### config.mk
export PLATFORM = sky130hd
export DESIGN_NAME = hazard_control_unit
export DESIGN_NICKNAME = d
export VERILOG_FILES = /design/src/rtl/hazard_pkg.sv /design/src/rtl/sat_counter.sv /design/src/rtl/hazard_control_unit.sv
export SDC_FILE = /design/constraint.sdc
export NUM_CORES = 1
export LEC_CHECK = 0
export ABC_AREA = 1
export ABC_CLOCK_PERIOD_IN_PS = 3000
export BUFFER_PORTS_ARGS = -buffer_cell sky130_fd_sc_hd__buf_2
export CORE_ASPECT_RATIO = 1.25
export CORE_MARGIN = 5
export CORE_UTILIZATION = 45
export CTS_BUF_LIST = sky130_fd_sc_hd__clkbuf_16
export CTS_CLUSTER_DIAMETER = 80
export DETAILED_ROUTE_END_ITERATION = 6
export PLACE_DENSITY = 0.76
export SYNTH_ARGS = -nofsm -noshare
export SYNTH_HDL_FRONTEND = slang
export SYNTH_SLANG_ARGS = --single-unit
### constraint.sdc
create_clock -name clk -period 3 [get_ports clk]
set_clock_uncertainty 0.15 [all_clocks]
set_input_delay 0.3 -clock clk [delete_from_list [all_inputs] [get_ports clk]]
set_output_delay 0.3 -clock clk [all_outputs]
set_load 0.005 [all_outputs]
### src/rtl/hazard_pkg.sv
// Shared constants for the pipeline hazard controller: JALR decode fields,
// FSM state encoding and the hard-wired zero register index.
package hazard_pkg;

    localparam logic [6:0] OPCODE_JALR = 7'b1100111;
    localparam logic [2:0] FUNCT3_JALR = 3'b000;
    localparam int unsigned REG_ZERO   = 0;

    typedef enum logic {
        RUN       = 1'b0,
        DMEM_WAIT = 1'b1
    } hcu_state_t;

endpackage

### src/rtl/sat_counter.sv
// Free-running event counter that sticks at all-ones instead of wrapping.
module sat_counter #(
    parameter int unsigned WIDTH = 32
) (
    input  logic             clk,
    input  logic             rst,
    input  logic             inc,
    output logic [WIDTH-1:0] count
);

    always_ff @(posedge clk or posedge rst) begin
        if (rst) begin
            count <= '0;
        end else if (inc && (count != '1)) begin
            count <= count + WIDTH'(1);
        end
    end

endmodule

### src/rtl/hazard_control_unit.sv
// Stall/flush controller for hazards forwarding cannot cover: load-use, JALR
// base from a pending load, data-memory freeze and EX redirects.
module hazard_control_unit
    import hazard_pkg::*;
#(
    parameter int unsigned REGFILE_LEN    = 6,
    parameter int unsigned INSTR_WIDTH    = 32,
    parameter int unsigned OPCODE_WIDTH   = 7,
    parameter int unsigned FUNCT3_WIDTH   = 3,
    parameter int unsigned PERF_CNT_WIDTH = 32
) (
    input  logic                      clk,
    input  logic                      rst,
    input  logic [INSTR_WIDTH-1:0]    instr_IF_ID,
    input  logic [REGFILE_LEN-1:0]    rs1_IF_ID,
    input  logic [REGFILE_LEN-1:0]    rs2_IF_ID,
    input  logic                      uses_rs2_IF_ID,
    input  logic [REGFILE_LEN-1:0]    rd_ID_EX,
    input  logic                      mem_read_ID_EX,
    input  logic                      reg_write_ID_EX,
    input  logic [REGFILE_LEN-1:0]    rd_EX_MEM,
    input  logic                      mem_read_EX_MEM,
    input  logic                      dmem_busy,
    input  logic                      redirect_EX,
    output logic                      stall_PC,
    output logic                      stall_IF_ID,
    output logic                      flush_IF_ID,
    output logic                      stall_ID_EX,
    output logic                      bubble_ID_EX,
    output logic                      stall_EX_MEM,
    output logic                      bubble_MEM_WB,
    output logic                      freeze_active,
    output logic [PERF_CNT_WIDTH-1:0] stall_cycles,
    output logic [PERF_CNT_WIDTH-1:0] flush_events
);

    localparam int unsigned FUNCT3_LSB = 12;

    hcu_state_t state;
    logic       redirect_pend;

    logic [OPCODE_WIDTH-1:0] opcode;
    logic [FUNCT3_WIDTH-1:0] funct3;
    logic is_jalr, load_use, jalr_hazard, data_stall;
    logic freeze, redirect_apply;

    // Non-load ALU producers are forwarded, so reg_write and the rest of the
    // instruction word only matter to neighbouring units.
    logic unused_inputs;
    assign unused_inputs = ^{reg_write_ID_EX,
                             instr_IF_ID[INSTR_WIDTH-1:FUNCT3_LSB+FUNCT3_WIDTH],
                             instr_IF_ID[FUNCT3_LSB-1:OPCODE_WIDTH]};

    assign opcode  = instr_IF_ID[OPCODE_WIDTH-1:0];
    assign funct3  = instr_IF_ID[FUNCT3_LSB +: FUNCT3_WIDTH];
    assign is_jalr = (opcode == OPCODE_WIDTH'(OPCODE_JALR))
                  && (funct3 == FUNCT3_WIDTH'(FUNCT3_JALR));

    assign load_use = mem_read_ID_EX
                   && (rd_ID_EX != REGFILE_LEN'(REG_ZERO))
                   && ((rd_ID_EX == rs1_IF_ID)
                       || (uses_rs2_IF_ID && (rd_ID_EX == rs2_IF_ID)));

    assign jalr_hazard = is_jalr && (rs1_IF_ID != REGFILE_LEN'(REG_ZERO))
                      && ((mem_read_ID_EX  && (rd_ID_EX  == rs1_IF_ID))
                          || (mem_read_EX_MEM && (rd_EX_MEM == rs1_IF_ID)));

    assign data_stall     = load_use || jalr_hazard;
    assign freeze         = dmem_busy;
    assign redirect_apply = !freeze && (redirect_EX || redirect_pend);

    always_ff @(posedge clk or posedge rst) begin
        if (rst) begin
            state         <= RUN;
            redirect_pend <= 1'b0;
        end else begin
            case (state)
                RUN:       if (dmem_busy)  state <= DMEM_WAIT;
                DMEM_WAIT: if (!dmem_busy) state <= RUN;
                default:   state <= RUN;
            endcase
            if (freeze) begin
                if (redirect_EX) redirect_pend <= 1'b1;
            end else begin
                redirect_pend <= 1'b0;
            end
        end
    end

    assign freeze_active = (state == DMEM_WAIT);

    // Mealy controls, forced low while reset is held so a busy memory cannot
    // leak stall requests through an asynchronous reset.
    always_comb begin
        stall_PC      = 1'b0;
        stall_IF_ID   = 1'b0;
        flush_IF_ID   = 1'b0;
        stall_ID_EX   = 1'b0;
        bubble_ID_EX  = 1'b0;
        stall_EX_MEM  = 1'b0;
        bubble_MEM_WB = 1'b0;
        if (!rst) begin
            if (freeze) begin
                stall_PC      = 1'b1;
                stall_IF_ID   = 1'b1;
                stall_ID_EX   = 1'b1;
                stall_EX_MEM  = 1'b1;
                bubble_MEM_WB = 1'b1;
            end else if (redirect_apply) begin
                flush_IF_ID  = 1'b1;
                bubble_ID_EX = 1'b1;
            end else if (data_stall) begin
                stall_PC     = 1'b1;
                stall_IF_ID  = 1'b1;
                bubble_ID_EX = 1'b1;
            end
        end
    end

    sat_counter #(.WIDTH(PERF_CNT_WIDTH)) u_stall_cnt (
        .clk   (clk),
        .rst   (rst),
        .inc   (stall_PC),
        .count (stall_cycles)
    );

    sat_counter #(.WIDTH(PERF_CNT_WIDTH)) u_flush_cnt (
        .clk   (clk),
        .rst   (rst),
        .inc   (flush_IF_ID),
        .count (flush_events)
    );

endmodule

# Word-level counts from Yosys, hierarchy flattened
# Cells that the tools add are included.
# classes
magnitude_cmp,0
bitwise,0
n_shift,0
n_addsub,2
div_mod_pow,0
mul,0
mux,14
eq_ne,7
reduce_logical,19
# op_table
cell,count
"32-bit by 1-bit adder with 32-bit output, second input constant",2
"32-bit != test, second input constant",2
6-bit equality test,3
1-bit 2-to-1 mux,14
6-bit nonzero test,2
1-bit logical AND,11
"7-bit equality test, second input constant",1
1-bit logical OR,4
3-bit logical NOT,1
"2-bit by 1-bit != test with 1-bit output, second input constant",1
1-bit logical NOT,1
# word_totals
n_memories,0
mem_bits_rw,0
romBits,0
wordCells,46
latch_bits,0
output_inout_bits,72
ff_bits,66
in_bits,64

# Depth between registers and ports, before layout
# depth
ltp_word,10
ltp_mapped,14
mapped_depth_nobuf,13

# Cells and area by module
# A second synthesis with hierarchy kept.
# hier_totals
hier_cells,846
area_unflattened_um2,5078.6
# by_module_without_submodules
module,area_each_um2,seq_area_each_um2,cells_per_inst,instances
sat_counter,2257.2,800.8,361,2
hazard_control_unit,564.3,50.0,124,1

# Worst setup path before layout
# Ideal clock, no wire load.
# synth_path
kind,input to output
startpoint,input port rst
endpoint,output port bubble_ID_EX
cell_stages,3
t_required_ps,2550
setup_slack_ps,542
n_path_buf,0
t_arrival_ps,2008
cell_sequence,inv_1 -> o211ai_1 -> inv_1
# synth_between
elab_chain_cells,1
# synth_rtl
element,line_no,text
from (decl),hazard_control_unit.sv:13,"input logic rst,"
1-bit 2-to-1 mux,hazard_control_unit.sv:102,if (!rst) begin
to (decl),hazard_control_unit.sv:29,"output logic bubble_ID_EX,"
# Every way passes these cells.

# Worst setup path in the final report
# layout_path
startpoint,register u_stall_cnt.count[0]
endpoint,register u_stall_cnt.count[17]
# layout_between
elab_chain_cells,2
elab_cells_between_ends,3
classes_between,add/sub (1); eq/ne (1); reduce/logical (1)
# layout_rtl
element,line_no,text
from (decl),sat_counter.sv:8,output logic [WIDTH-1:0] count
from (signal assigned),sat_counter.sv:15,count <= count + WIDTH'(1);
branches (longest 2 deep; another with 32-bit by 1-bit adder with 32-bit output),-,
# Several ways; the timed one is not identified.
# A chain may end at the register's enable or synchronous reset.

==> results.txt <==
Area Overhead vs Synth: 21.66%
placeable core area: 9659 µm²
final core utilization: 0.5624
status: complete, no violations
Synth cell types: 32
first-pass GRT wire length: 20730 µm
diode count: 0
FF-to-FF Start: u_stall_cnt.count[0]
Yosys top cell by area: dfrtp_1
Post-DRT Antenna Nets: 0
top post-synthesis cells by area: dfrtp_1, nand2_1, xor2_1
Synth top area share: 0.3699
drt first-iter violations: 194
CTS Buf Count: 9
Avg WL per Cell: 14.19 µm
Setup-failing EPs final: 0
worst hold path type: in -> reg
Worst Setup End Kind: register
minimum clock period: 2416 ps
gr usage total: 0.2117
CP Class: reg -> reg
First-pass DRT Iterations: 5
Worst Hold Slack: 84.28 ps
Yosys reg bits: 66
met3 wire length: 846 µm
critical path capture point: u_stall_cnt.count[17]
Final Cell Area: 5433 µm²
starting density of the core: 0.4623
PwrDens: 465.7 nW/µm²
Top Metal Used: met4
flop-to-flop setup slack: 580 ps
fin crit share: 0.8055
via count: 4640
Final Slew Violations: 0
IO Count: 136
worst r2r dst: u_stall_cnt.count[17]
largest net degree at the start of global routing: 67
area of the multi-input gates: 2471 µm²
total wire length: 12600 µm
CTS tree: built
DP Area: 5111 µm²
CTS H-tree depth: 3
gpl congestion: 0.9527
Post-Syn Area: 4466 µm²
Std-Cell Rows: 40
CP startpoint: u_stall_cnt.count[0]
die height: 121.4 µm
filler cell count: 908
Worst EP arrival: 2530 ps
Final TNS setup: 0 ps
vias in the first global route: 4481
fin nets: 823
CTS root buf: clkbuf_16
register area: 1652 µm²
residual DRC count: 0
via/cell ratio: 5.225
grt ovf: 0
post-cts sizing count: 0
crit-path max FO: 31
unrepaired setup endpoints after global routing: false
clk sinks: 66
Fin. Hold Viols: 0
Post-Syn Nets: 711
Worst-path clk slew: 50 ps
relative slew slack: 0.4407
Die Wd: 99.10 µm
CP Data Required Time: 3120 ps
met2 wire length: 6607 µm
layout cells sized above 1: 0.1890
P_leak: 2.948 nW
full die area: 12030 µm²
worst skew pair latency: 330 ps
M1 WL: 4818 µm
initial antenna violation count: 0
Max Clk Rate: 413.8 MHz
max-cap check violation count: 0
worst slew pin tran: 838.9 ps
Seq/Total Area, Yosys: 0.3699
crit path launch type: register
Synth Warn #: 0
Max VDD drop: 335.9 µV
R2R depth: 9
mean post-synth cell area: 6.923 µm²
clk buf depth: 2
Synth Instances: 645
IO Port Bufs: 112
Detail Placement HPWL: 9768 µm
[sequential cells by signal (all words and copies together), names as in the netlist]
signal	flops
freeze_active	1
redirect_pend	1
u_stall_cnt.count	32
u_flush_cnt.count	32
[through the flow]
step,power (W),cells,worst slack (ps)
after global routing,0.002663,888,337.2
final,0.002530,888,583.5
after floorplan,0.001263,645,542.2
after CTS,0.002559,888,537.1
after global placement,0.001421,871,621.4
after detailed placement,0.001434,871,557.2
[report_power, final]
group	switching [W]	total, W	internal [W]
clock	0.000388	0.00111	0.000720
combinational	0.000210	0.000360	0.000150
sequential	0.000107	0.00106	0.000956
[layout make-up]
| class | count | share of cell area |
|---|---|---|
| tap | 126 | 0.02902 |
| clock inverter | 7 | 0.01589 |
| sequential | 66 | 0.3040 |
| inverter | 62 | 0.04284 |
| clock buffer | 9 | 0.04146 |
| multi-input combinational | 500 | 0.4549 |
| timing repair buffer | 118 | 0.1119 |
[layout by cell type (no fill, tap or decap), drive strengths merged, types with 19 or more instances in the layout]
master,instances
buf,117
dfrtp,66
inv,64
nand2,228
nand3,62
nand4,23
nor2,72
nor3,30
xnor2,19
xor2,37
[what timing repair did]
action,4_1_cts,5_1_grt
setup buffers,0,0
hold buffers,1,0
hold endpoints to repair,1,0
[logic make-up (layout without fill, tap and decap cells)]
| family | after synthesis | count (layout) | synth area share |
|---|---|---|---|
| buf+inv | 79 | 196 | 0.07677 |
| fa+ha+maj | 2 | 2 | 0.005603 |
| xor+xnor | 56 | 56 | 0.1098 |
| flops | 66 | 66 | 0.3699 |
| compound gates | 13 | 13 | 0.01653 |
| simple gates | 429 | 429 | 0.4214 |
[routing by layer]
layer / vias to the layer above / track usage
li1: 2286 / -
met1: 2176 / 0.2350
met2: 151 / 0.3840
met3: 27 / 0.05578
met4: 0 / 0.07771
met5: - / 0
[how the worst min path moves through the flow]
stage                           start             to  cells after the start
final                     redirect_EX  redirect_pend                      3
after global routing      redirect_EX  redirect_pend                      3
after CTS                 redirect_EX  redirect_pend                      3
after detailed placement    dmem_busy  freeze_active                      1
after global placement      dmem_busy  freeze_active                      1
after floorplan             dmem_busy  freeze_active                      0
[cell usage after synthesis]
cell type  instances
nand3b_1           4
nand3_1           59
o21ai_0            7
nor2_2             1
clkbuf_1           2
xnor2_1           19
nor4_4             1
nor4b_1            2
o2111ai_1          1
buf_2              7
nand4_2            1
nor3_1            30
nand3_4            1
nor4_1             3
nand4_1           22
nand2_1          225
nand3_2            2
inv_1             60
nor2_1            71
nand2_2            3
o21ai_1            2
and2_1             1
or2_2              1
and3_1             2
buf_4              6
inv_2              2
a21oi_1            1
buf_6              2
ha_1               2
xor2_1            37
o211ai_1           2
dfrtp_1           66
[critical path: stages (launching register included)]
cell     delay (ps)
dfrtp_1         440
ha_1            330
nand3_2         150
inv_2           110
nand3_4         100
nor4_4          240
nand4_2         150
nand2_2         460
nand2_1         130
nand2_1          90
No activity file was read; power rests on OpenSTA's default activity.
